`config.mk`:
```
export PLATFORM = sky130hd
export DESIGN_NAME = clock_mode_controller
export DESIGN_NICKNAME = d
export VERILOG_FILES = /design/src/rtl/clock_ctrl_pkg.sv /design/src/rtl/key_debounce.sv /design/src/rtl/clock_mode_controller.sv
export SDC_FILE = /design/constraint.sdc
export NUM_CORES = 1
export LEC_CHECK = 0
export CAP_MARGIN = 40
export CELL_PAD_IN_SITES_DETAIL_PLACEMENT = 2
export CELL_PAD_IN_SITES_GLOBAL_PLACEMENT = 2
export CORE_UTILIZATION = 40
export CTS_CLUSTER_DIAMETER = 80
export DETAILED_ROUTE_END_ITERATION = 8
export DONT_BUFFER_PORTS = 1
export PLACE_DENSITY_LB_ADDON = 0.1
export SYNTH_ARGS = -nofsm -noshare
export SYNTH_HDL_FRONTEND = slang
export SYNTH_SLANG_ARGS = --single-unit
```
`constraint.sdc`:
```
create_clock -name clk -period 2.8 [get_ports clk]
set_clock_uncertainty 0.1 [all_clocks]
set_input_delay 0.28 -clock clk [delete_from_list [all_inputs] [get_ports clk]]
set_output_delay 0.28 -clock clk [all_outputs]
set_load 0.03 [all_outputs]
```
`src/rtl/clock_ctrl_pkg.sv`:
```
// Shared types and helpers for the clock front-panel sequencer.
package clock_ctrl_pkg;

    typedef enum logic [1:0] {
        CLOCK     = 2'd0,
        SET_TIME  = 2'd1,
        SET_ALARM = 2'd2,
        STOPWATCH = 2'd3
    } mode_t;

    typedef enum logic [1:0] {
        HOUR = 2'd0,
        MIN  = 2'd1,
        SEC  = 2'd2
    } field_t;

    localparam int SECS_PER_DAY = 86400;

    function automatic mode_t next_mode(input mode_t m);
        case (m)
            CLOCK:     return SET_TIME;
            SET_TIME:  return SET_ALARM;
            SET_ALARM: return STOPWATCH;
            default:   return CLOCK;
        endcase
    endfunction

    function automatic field_t next_field(input field_t f);
        case (f)
            HOUR:    return MIN;
            MIN:     return SEC;
            default: return HOUR;
        endcase
    endfunction

    function automatic logic is_set_mode(input mode_t m);
        return (m == SET_TIME) || (m == SET_ALARM);
    endfunction

endpackage

```
`src/rtl/key_debounce.sv`:
```
// Active-low push-button conditioner: 2-flop synchroniser, stability counter,
// one-cycle press pulse on the accepted 1->0 transition.
module key_debounce #(
    parameter int DEBOUNCE_CYCLES = 1000000
) (
    input  logic clk,
    input  logic rst,
    input  logic key_n,
    output logic level,
    output logic press
);

    localparam int CW = $clog2(DEBOUNCE_CYCLES + 1);
    localparam logic [CW-1:0] CNT_LAST = CW'(DEBOUNCE_CYCLES - 1);

    logic          sync1;
    logic          sync2;
    logic          armed;
    logic          pending;
    logic [CW-1:0] cnt;

    // After reset no press is reported until a stable released level has been
    // seen, so a key held through reset stays silent until it is let go.
    assign pending = (sync2 != level) || (!armed && sync2);

    always_ff @(posedge clk) begin
        if (rst) begin
            sync1 <= 1'b1;
            sync2 <= 1'b1;
            level <= 1'b1;
            armed <= 1'b0;
            cnt   <= '0;
            press <= 1'b0;
        end else begin
            sync1 <= key_n;
            sync2 <= sync1;
            press <= 1'b0;
            if (!pending) begin
                cnt <= '0;
            end else if (cnt == CNT_LAST) begin
                cnt   <= '0;
                level <= sync2;
                armed <= armed | sync2;
                press <= armed & level & ~sync2;
            end else begin
                cnt <= cnt + 1'b1;
            end
        end
    end

endmodule

```
`src/rtl/clock_mode_controller.sv`:
```
// Front-panel sequencer: key debounce, mode FSM, 1 Hz tick/blink generation and
// datapath strobes. Optional auto-repeat of the inc key: CLOCK_MODE_AUTOREPEAT_EN.
module clock_mode_controller
    import clock_ctrl_pkg::*;
#(
    parameter int CLK_HZ          = 50000000,
    parameter int DEBOUNCE_CYCLES = 1000000,
    parameter int REPEAT_HZ       = 4
) (
    input  logic       clk,
    input  logic       rst,
    input  logic       key_mode_n,
    input  logic       key_sel_n,
    input  logic       key_inc_n,
    output logic [1:0] mode,
    output logic [1:0] field,
    output logic       inc_hour,
    output logic       inc_min,
    output logic       inc_sec,
    output logic       inc_target,
    output logic       time_tick,
    output logic       sw_tick,
    output logic       sw_clear,
    output logic       sw_running,
    output logic       blink
);

    localparam int PW = (CLK_HZ > 1) ? $clog2(CLK_HZ) : 1;
    localparam logic [PW-1:0] PCNT_LAST = PW'(CLK_HZ - 1);
    localparam logic [PW-1:0] PCNT_HALF = PW'(CLK_HZ / 2);

    logic [PW-1:0] pcnt;
    logic          tick1;
    logic          half;

    assign tick1 = (pcnt == PCNT_LAST);
    assign half  = (pcnt >= PCNT_HALF);

    always_ff @(posedge clk) begin
        if (rst || tick1) pcnt <= '0;
        else              pcnt <= pcnt + 1'b1;
    end

    logic p_mode, p_sel, p_inc;
    logic unused_mode_level, unused_sel_level, inc_level;

    key_debounce #(.DEBOUNCE_CYCLES(DEBOUNCE_CYCLES)) u_deb_mode (
        .clk(clk), .rst(rst), .key_n(key_mode_n), .level(unused_mode_level), .press(p_mode)
    );
    key_debounce #(.DEBOUNCE_CYCLES(DEBOUNCE_CYCLES)) u_deb_sel (
        .clk(clk), .rst(rst), .key_n(key_sel_n), .level(unused_sel_level), .press(p_sel)
    );
    key_debounce #(.DEBOUNCE_CYCLES(DEBOUNCE_CYCLES)) u_deb_inc (
        .clk(clk), .rst(rst), .key_n(key_inc_n), .level(inc_level), .press(p_inc)
    );

    mode_t  mode_q, mode_d;
    field_t field_q, field_d;
    logic   sw_run_q, sw_run_d;
    logic   rep_pulse;
    logic   inc_fire;

`ifdef CLOCK_MODE_AUTOREPEAT_EN
    localparam int HOLD_CYCLES = CLK_HZ;
    localparam int RPT_CYCLES  = (CLK_HZ / REPEAT_HZ > 0) ? CLK_HZ / REPEAT_HZ : 1;
    localparam int RW          = $clog2(HOLD_CYCLES + 1);

    logic [RW-1:0] rep_cnt;
    logic          rep_armed;
    logic          rep_hold;

    // First repeat after one second of hold, then one every RPT_CYCLES.
    assign rep_hold  = !inc_level && is_set_mode(mode_q);
    assign rep_pulse = rep_hold && !p_inc &&
                       ((!rep_armed && rep_cnt == RW'(HOLD_CYCLES - 1)) ||
                        ( rep_armed && rep_cnt == RW'(RPT_CYCLES - 1)));

    always_ff @(posedge clk) begin
        if (rst || p_mode || p_inc || !rep_hold) begin
            rep_cnt   <= '0;
            rep_armed <= 1'b0;
        end else if (rep_pulse) begin
            rep_cnt   <= '0;
            rep_armed <= 1'b1;
        end else begin
            rep_cnt <= rep_cnt + 1'b1;
        end
    end
`else
    logic        unused_inc_level;
    logic [31:0] unused_repeat_hz;

    assign rep_pulse        = 1'b0;
    assign unused_inc_level = inc_level;
    assign unused_repeat_hz = 32'(REPEAT_HZ);
`endif

    assign inc_fire = p_inc | rep_pulse;

    logic inc_hour_d, inc_min_d, inc_sec_d, inc_target_d;
    logic time_tick_d, sw_tick_d, sw_clear_d, blink_d;

    always_ff @(posedge clk) begin
        if (rst) begin
            mode_q     <= CLOCK;
            field_q    <= HOUR;
            sw_run_q   <= 1'b0;
            inc_hour   <= 1'b0;
            inc_min    <= 1'b0;
            inc_sec    <= 1'b0;
            inc_target <= 1'b0;
            time_tick  <= 1'b0;
            sw_tick    <= 1'b0;
            sw_clear   <= 1'b0;
            blink      <= 1'b0;
        end else begin
            mode_q     <= mode_d;
            field_q    <= field_d;
            sw_run_q   <= sw_run_d;
            inc_hour   <= inc_hour_d;
            inc_min    <= inc_min_d;
            inc_sec    <= inc_sec_d;
            inc_target <= inc_target_d;
            time_tick  <= time_tick_d;
            sw_tick    <= sw_tick_d;
            sw_clear   <= sw_clear_d;
            blink      <= blink_d;
        end
    end

    // A mode press wins: same-cycle sel/inc presses are dropped.
    always_comb begin
        mode_d   = mode_q;
        field_d  = field_q;
        sw_run_d = sw_run_q;
        if (p_mode) begin
            mode_d  = next_mode(mode_q);
            field_d = HOUR;
        end else begin
            case (mode_q)
                SET_TIME, SET_ALARM: if (p_sel) field_d = next_field(field_q);
                STOPWATCH:           if (p_sel) sw_run_d = !sw_run_q;
                default: ;
            endcase
        end
    end

    // Strobes are valid-only single-cycle pulses; the datapath has no ready and
    // must act on each one in the cycle it is high.
    always_comb begin
        inc_hour_d = 1'b0;
        inc_min_d  = 1'b0;
        inc_sec_d  = 1'b0;
        if (!p_mode && is_set_mode(mode_q) && inc_fire) begin
            case (field_q)
                HOUR:    inc_hour_d = 1'b1;
                MIN:     inc_min_d  = 1'b1;
                SEC:     inc_sec_d  = 1'b1;
                default: ;
            endcase
        end
        sw_clear_d   = !p_mode && (mode_q == STOPWATCH) && p_inc && !sw_run_q;
        inc_target_d = (mode_d == SET_ALARM);
        blink_d      = half && is_set_mode(mode_d);
        time_tick_d  = tick1 && (mode_d != SET_TIME);
        sw_tick_d    = tick1 && sw_run_q;
    end

    assign mode       = mode_q;
    assign field      = field_q;
    assign sw_running = sw_run_q;

endmodule

```
# After elaboration in Yosys (flattened, before gate mapping)
# Index checks and enable logic that the tools add are counted.
# W data, S select, Z words.
[classes]
add_sub_neg = 4
magnitude_cmp = 1
n_eq_ne = 15
mux = 6
n_bitwise = 20
n_reduce_logical = 38
[op_table]
columns = ["operator", "count"]
rows = [
  ["$add A20 B1 Y20 const B", 3],
  ["$eq A20 B20 Y1 const B", 3],
  ["$add A26 B1 Y26 const B", 1],
  ["$eq A26 B26 Y1 const B", 1],
  ["$ge A26 B25 Y1 const B", 1],
  ["$reduce_or A3 Y1", 6],
  ["$logic_and A1 B1 Y1", 11],
  ["$not A1 Y1", 11],
  ["$eq A2 B2 Y1 const B", 4],
  ["$reduce_and A2 Y1", 4],
  ["$and A1 B1 Y1", 6],
  ["$eq A2 B1 Y1 const B", 3],
  ["$logic_or A1 B1 Y1", 6],
  ["$pmux W2 S3", 1],
  ["$reduce_or A2 Y1", 3],
  ["$logic_not A1 Y1", 5],
  ["$logic_not A2 Y1", 2],
  ["$pmux W2 S2", 1],
  ["$mux W1", 3],
  ["$ne A1 B1 Y1", 3],
  ["$or A1 B1 Y1", 3],
  ["$reduce_and A3 Y1", 1],
  ["$mux W2", 1],
  ["$ne A2 B1 Y1 const B", 1],
]
[totals]
reg_bits = 114
in_bits = 5
out_inout_bits = 13
word_cells = 114

# Depth between registers and ports, before layout
# Gate-level depths: netlist (run 1).
[depth]
ltp_word = 6
ltp_mapped = 6
mapped_depth_nobuf = 5

# Hierarchy
# A second synthesis (run 1) with hierarchy kept.
[hier_totals]
hier_cells = 556
area_unflattened_um2 = 4952.2
[by_module_without_submodules]
columns = ["mod", "n_inst", "cells_per_inst", "area_per_inst_um2", "seq_area_each_um2"]
rows = [
  ["key_debounce", 3, 120, 1068.5, 500.5],
  ["clock_mode_controller", 1, 196, 1746.7, 780.7],
]

# Least setup slack after synthesis (run 1)
# OpenSTA, ideal clock, no wires.
[synth_path]
kind = "reg2reg"
start = "register pcnt[0]"
end = "register pcnt[22]"
setup_time_ns = 0.070
arrival_time_ns = 1.971
required_ns = 2.630
path_slack_ns = 0.659
path_stages_with_launch = 7
path_buffers = 1
period_less_slack_ns = 2.141
path_cell_list = "dfxtp_1 -> ha_1 -> nand2_1 -> or4_1 -> clkbuf_1 -> or4_1 -> a21oi_1"
[synth_via]
elab_chain_cells = 2
elab_cells_between_ends = 3
cone_classes = "add/sub (1); eq/ne (1); reduce/logical (1)"
[synth_rtl]
columns = ["item", "line", "rtl"]
rows = [
  ["from (decl)", "clock_mode_controller.sv:32", "logic [PW-1:0] pcnt;"],
  ["from (signal assigned)", "clock_mode_controller.sv:41", "else pcnt <= pcnt + 1'b1;"],
  ["parallel branches: the longest is 2 deep, another holds $add A26 B1 Y26", "--", ""],
]
# Several ways; the timed one is not identified.
# A chain may end at the register's enable or synchronous reset.

# Final worst setup path (run 1)
# Same ends and word-level chain as after synthesis.

==> results.py, run 1 <==
metrics = {
    "power_and_ir_drop": {
        "power_frac_comb_pct": 2.0,
        "p_per_area_nw_per_um2": 686.5,
        "peakVddDrop_mv": 0.4383,
        "leakagePower_uw": 0.001978,
        "p_sw_uw": 852.7,
        "seq_power_share_pct": 41.7,
        "p_sw_share_pct": 21.36,
        "p_int_uw": 3139,
        "clockPowerShare_pct": 56.3,
        "p_total_uw": 3991,
    },
    "drt": {
        "routed_wl_mm": 13.49,
        "ant_nets": 0,
        "top_layer": "met4",
        "wl_met3_um": 355,
        "remaining_drc_errors": 0,
        "vias": 4176,
        "drt-initial-drc-count": 129,
        "firstDrtPassIters": 4,
        "wl_met2_mm": 7.158,
        "wl_per_cell_um": 17.99,
        "via_per_inst": 5.568,
        "wl_met1_mm": 5.768,
    },
    "final_layout": {
        "final_nets": 582,
        "mostFrequentLayoutCell": "dfxtp_1",
        "layout_common_cells": "dfxtp_1 (114), nor2_1 (69), nand3_1 (32), xor2_1 (32)",
        "area_delta_synth_final_pct": 16.52,
        "drive_gt1_share_pct": 9.966,
        "num_antenna_cells": 0,
        "n_fill_cell": 1275,
    },
    "sta": {
        "tightest_slew_ps": 844.9,
        "hold_viol": 0,
        "finalMaxSlewViolations": 0,
        "setup_viol": 0,
        "tns_ps": 0,
        "timing.final.crit_share_pct": 84.40,
        "fin_ws_ps": 436.7,
        "slew_headroom_pct": 43.49,
        "min_period_ps": 2363,
        "fmax_mhz": 423.1,
        "rsz0062_at_grt": "no",
    },
    "critical_path": {
        "slowest_stage": "or4_1",
        "worstSetupPathType": "reg2reg",
        "path_buf_inv": 0,
        "crit_fanout": 7,
        "crit_required_ps": 3050,
        "cp-start-kind": "flop",
        "cp_cell_sequence": "ha_1 -> nand2_1 -> or4_1 -> or4_1 -> a21oi_1",
        "cpMostUsedCell": "or4_1",
        "ff2ff_setup_slack_ps": 440,
        "crit_arrival_ps": 2610,
        "max_stage_delay_ps": 650,
        "cpLargestDelayFamily": "simple AND/OR/NAND/NOR gates",
        "endpoint_kind": "flop",
    },
    "logic_synthesis": {
        "syn_inst": 560,
        "seq_area_frac_synth_pct": 45.74,
        "async_reset_ff_share_pct": 0,
        "yosysUniqueCellTypes": 51,
        "synth_xor_area_share_pct": 9.127,
        "synthMuxAreaShare_pct": 0.2006,
        "synth_ff_type": "dfxtp_1",
        "synth_fa_ha_area_share_pct": 2.006,
        "synth_edf_count": 0,
        "syn-cell-area_um2": 4990,
        "synth_seq_cells": 114,
        "ys_warn_count": 0,
        "syn-num-nets": 573,
        "synth_top_family_by_area": "simple AND/OR/NAND/NOR gates",
        "synth_compound_area_share_pct": 10.23,
        "synth_simple_gate_area_share_pct": 29.84,
        "synth_area_per_cell_um2": 8.910,
    },
    "global_route": {
        "overflow": 0,
        "antenna_found_initial": 0,
        "grt_usage_pct": 22.65,
        "grt_max_degree": 23,
        "grt_pass1_wl_mm": 22.69,
        "grt_pass1_vias": 4569,
    },
    "cts": {
        "ctsHoldBuffers": 4,
        "cts.reportedPaths.clkPinSlew_ps": 60,
        "htree_levels": 4,
        "cts_resized": 0,
        "cts_tree": "yes",
        "clock_sinks": 114,
        "worstSkewPairLatency_ps": 420,
        "tritoncts.num_buffers": 17,
        "cts_setup_buffers": 0,
        "root_buffer": "clkbuf_16",
        "cts_buffer_depth": 2,
    },
    "floorplan": {
        "fp-row-count": 40,
        "start_util_pct": 41.37,
        "core-area_um2": 12060,
        "io_pins": 18,
        "dieArea_um2": 12930,
        "die_y_um": 113.7,
        "fp.dieW_um": 113.7,
    },
    "run": {
        "max-cap-violations": 0,
    },
    "hold_path": {
        "hold_class": "in2reg",
    },
    "place": {
        "dp_hpwl_mm": 9.055,
        "gp_congestion": 0.7968,
        "portBuffers": 0,
        "dpl_worst_slack_ps": 466.4,
    },
    "outcome": {
        "outcome": "completed",
    },
}
layer usage:
layer | up-vias | track usage (%)
met5 | - | 0
met4 | 0 | 8.860
met3 | 18 | 5.685
li1 | 2025 | -
met2 | 42 | 40.85
met1 | 2091 | 25.53
final timing paths:
| check | start | end | cells past startpoint |
|---|---|---|---|
| worst max-delay path | pcnt[0] | pcnt[22] | 5 |
| worst min-delay path | rst | u_deb_sel.cnt[1] | 3 |
| worst max register to register | pcnt[0] | pcnt[22] | 5 |
| worst min register to register | u_deb_mode.sync1 | u_deb_mode.sync2 | 1 |
registers in the layout, summed over array words and instances (netlist names), 2 cells and up:
name,count
field,2
u_deb_inc.cnt,20
pcnt,26
mode,2
u_deb_mode.cnt,20
u_deb_sel.cnt,20
kinds of logic (layout without fill, tap and decap cells):
logic type	Yosys count	after routing
compound gates	81	81
xor+xnor	52	52
fa+ha+maj	8	8
simple gates	270	270
mux	1	1
buf+inv	34	56
flops	114	114
power by group through the flow:
stage	Sequential, µW	Clock, µW	Combinational, µW
after CTS	1660	2290	81.1
after floorplan	1690	0	54.9
after global placement	1700	0	65.0
after detailed placement	1700	0	69.1
final	1660	2250	80.0
after global routing	1670	2360	88.5
stage by stage:
step	util, %	hold WS (ps)	cells	cell area (µm²)
2_1_floorplan	-	283.8	560	4990
3_3_place_gp	42.71	257.6	714	5151
3_5_place_dp	42.71	261.1	714	5151
4_1_cts	48.21	106.0	750	5814
5_1_grt	48.21	128.7	750	5814
6_report	48.21	122.8	750	5814
synth_stat cells, drive strengths merged, types with 2 or more instances:
cell type  instances  area, µm²
xnor2             20      175.2
a31oi              3      18.77
nor3b              5      37.54
nor4b              2      17.52
a211o              2      17.52
clkbuf            13      48.80
a21oi             31      155.2
or3               17      106.4
nor2              69      259.0
or2               11      68.82
nor4               8      50.05
and4               6      52.55
and2               6      37.54
nor3              12      60.06
inv               15      56.30
ha                 8      100.1
nand2             31      116.4
or3b               2      17.52
o21bai             3      22.52
xor2              32      280.3
o21a               2      15.01
buf                6      37.53
nand3             32      160.2
nand4             26      177.7
o21ai             20      122.6
o31ai             13      97.59
and3              14      90.08
dfxtp            114       2282
or4               20      157.7
or4b               4      40.04
area by class of cell:
| cell class | count | area [µm²] | share of cell area, % |
|---|---|---|---|
| Clock buffer | 20 | 466.7 | 8.027 |
| Clock inverter | 12 | 156.4 | 2.690 |
| Inverter | 15 | 56.30 | 0.9684 |
| Multi-Input combinational cell | 412 | 2565 | 44.11 |
| Sequential cell | 114 | 2282 | 39.25 |
| Tap cell | 168 | 210.2 | 3.615 |
| Timing Repair Buffer | 9 | 77.57 | 1.334 |
tightest hold or removal path, cell delays in order:
cell and delay [ps]:
o21bai_1 80, a31oi_1 60, and3_1 170
Note: power is estimated with default switching activity, not from simulation.
==> inputs of run 2 (changes only) <==
- clock period: 2.8 -> 2.2 ns (I/O delays scaled with it)
==> results.py, run 2 (synthesized netlist as in run 1, its figures left out) <==
metrics = {
    "sta": {
        "tightest_slew_ps": 906.5,
        "fin_hold_ws_ps": 93.87,
        "finalMaxSlewViolations": 0,
        "min_period_ps": 2136,
        "slew_headroom_pct": 39.37,
        "timing.final.crit_share_pct": 97.07,
        "rsz0062_at_grt": "no",
        "setup_viol": 0,
        "hold_viol": 0,
        "tns_ps": 0,
        "fmax_mhz": 468.3,
    },
    "final_layout": {
        "largest_reg_flops": 26,
        "top_register": "pcnt",
        "layout_common_cells": "dfxtp_1 (111), nor2_1 (69), buf_4 (34), nand3_1 (32), xor2_1 (32)",
        "area_delta_synth_final_pct": 21.59,
        "n_fill_cell": 1293,
        "num_antenna_cells": 0,
        "drive_gt1_share_pct": 15.20,
        "final_cells": 780,
        "final_nets": 615,
        "mostFrequentLayoutCell": "dfxtp_1",
        "fin_util_pct": 50.30,
    },
    "critical_path": {
        "cp_cell_sequence": "or3b_2 -> or4_4 -> or2_4 -> a211o_1",
        "slowest_stage": "or4_4",
        "worstSetupPathType": "reg2reg",
        "path_buf_inv": 0,
        "crit_required_ps": 2400,
        "max_stage_delay_ps": 580,
        "cpLargestDelayFamily": "simple AND/OR/NAND/NOR gates",
        "cp-start-kind": "flop",
        "crit_arrival_ps": 2340,
        "crit_fanout": 4,
        "endpoint_kind": "flop",
    },
    "global_route": {
        "grt_usage_pct": 24.77,
        "grt_max_degree": 23,
        "grt_pass1_vias": 4761,
        "overflow": 0,
        "grt_pass1_wl_mm": 24.63,
        "antenna_found_initial": 0,
    },
    "cts": {
        "cts_tree": "yes",
        "worstSkewPairLatency_ps": 420,
        "clock_sinks": 114,
        "root_buffer": "clkbuf_16",
        "cts.reportedPaths.clkPinSlew_ps": 50,
        "tritoncts.num_buffers": 17,
        "cts_buffer_depth": 2,
        "htree_levels": 4,
    },
    "power_and_ir_drop": {
        "leakagePower_uw": 0.002174,
        "peakVddDrop_mv": 0.5338,
        "p_per_area_nw_per_um2": 799.1,
    },
    "floorplan": {
        "start_util_pct": 41.37,
        "core-area_um2": 12060,
        "dieArea_um2": 12930,
        "io_pins": 18,
        "die_y_um": 113.7,
        "fp.dieW_um": 113.7,
        "fp-row-count": 40,
    },
    "place": {
        "dp_hpwl_mm": 9.927,
        "gp_congestion": 0.7451,
        "dpl.cell_count": 745,
        "portBuffers": 0,
    },
    "hold_path": {
        "hold_class": "in2reg",
    },
    "drt": {
        "ant_nets": 0,
        "via_per_inst": 5.577,
        "routed_wl_mm": 14.92,
        "wl_per_cell_um": 19.13,
        "remaining_drc_errors": 0,
        "firstDrtPassIters": 4,
        "drt-initial-drc-count": 140,
        "vias": 4350,
    },
    "run": {
        "max-cap-violations": 0,
    },
    "outcome": {
        "outcome": "completed",
    },
}
## run 2: final timing paths
| path | start | endpoint | slack [ps] | cells after the start |
|---|---|---|---|---|
| setup / recovery | u_deb_inc.cnt[15] | u_deb_inc.level | 60 | 4 |
| setup reg to reg | u_deb_inc.cnt[15] | u_deb_inc.level | 60 | 4 |
| hold / removal | rst | u_deb_sel.cnt[1] | 90 | 3 |
| hold reg to reg | u_deb_sel.sync1 | u_deb_sel.sync2 | 330 | 1 |
## run 2: area by class of cell
type / instances / area [µm²] / share of cell area [%]
clock buffers: 23 / 498.0 / 8.208
clock inverters: 6 / 55.05 / 0.9074
inverters: 15 / 56.30 / 0.9280
multi-input cells: 412 / 2576 / 42.46
flip-flops and latches: 114 / 2286 / 37.68
well taps: 168 / 210.2 / 3.465
repair buffers: 42 / 385.4 / 6.352
## run 2: worst register-to-register path: cells and delay by family (launching register included)
| kind | cells | cell delay, ps |
|---|---|---|
| AOI/OAI and AO/OA | 1 | 300 |
| and+or+nand+nor | 3 | 1310 |
| DFF | 1 | 330 |
## run 2: power by group
part	internal (µW)	leakage, µW	switching, µW	total [µW]
combinational	61.5	0.000970	78.2	140
sequential	2090	0.000924	25.1	2120
clock	1670	0.000280	922	2590
total	3820	0.00217	1030	4850
## run 2: layer usage
| layer | vias up | track usage, % | routed length (µm) |
|---|---|---|---|
| met1 | 2189 | 28.30 | 6421 |
| met3 | 25 | 6.217 | 346 |
| met5 | - | 0 | 0 |
| met4 | 0 | 9.123 | 331 |
| met2 | 46 | 44.47 | 7825 |
| li1 | 2090 | - | - |
## run 2: stage by stage
step	area (µm²)	setup slack, ps	power (µW)
4_1_cts	6002	6.460	4882
2_1_floorplan	4990	59.06	2223
3_5_place_dp	5409	25.65	2272
5_1_grt	6067	22.17	5007
3_3_place_gp	5409	92.49	2262
6_report	6067	64.40	4848
## run 2: what timing repair did
item	4_1_cts	5_1_grt
resized for setup	0	6
setup buffers	0	1
hold endpoints to repair	24	0
hold buffers	4	0
endpoints found under the setup margin	0	5
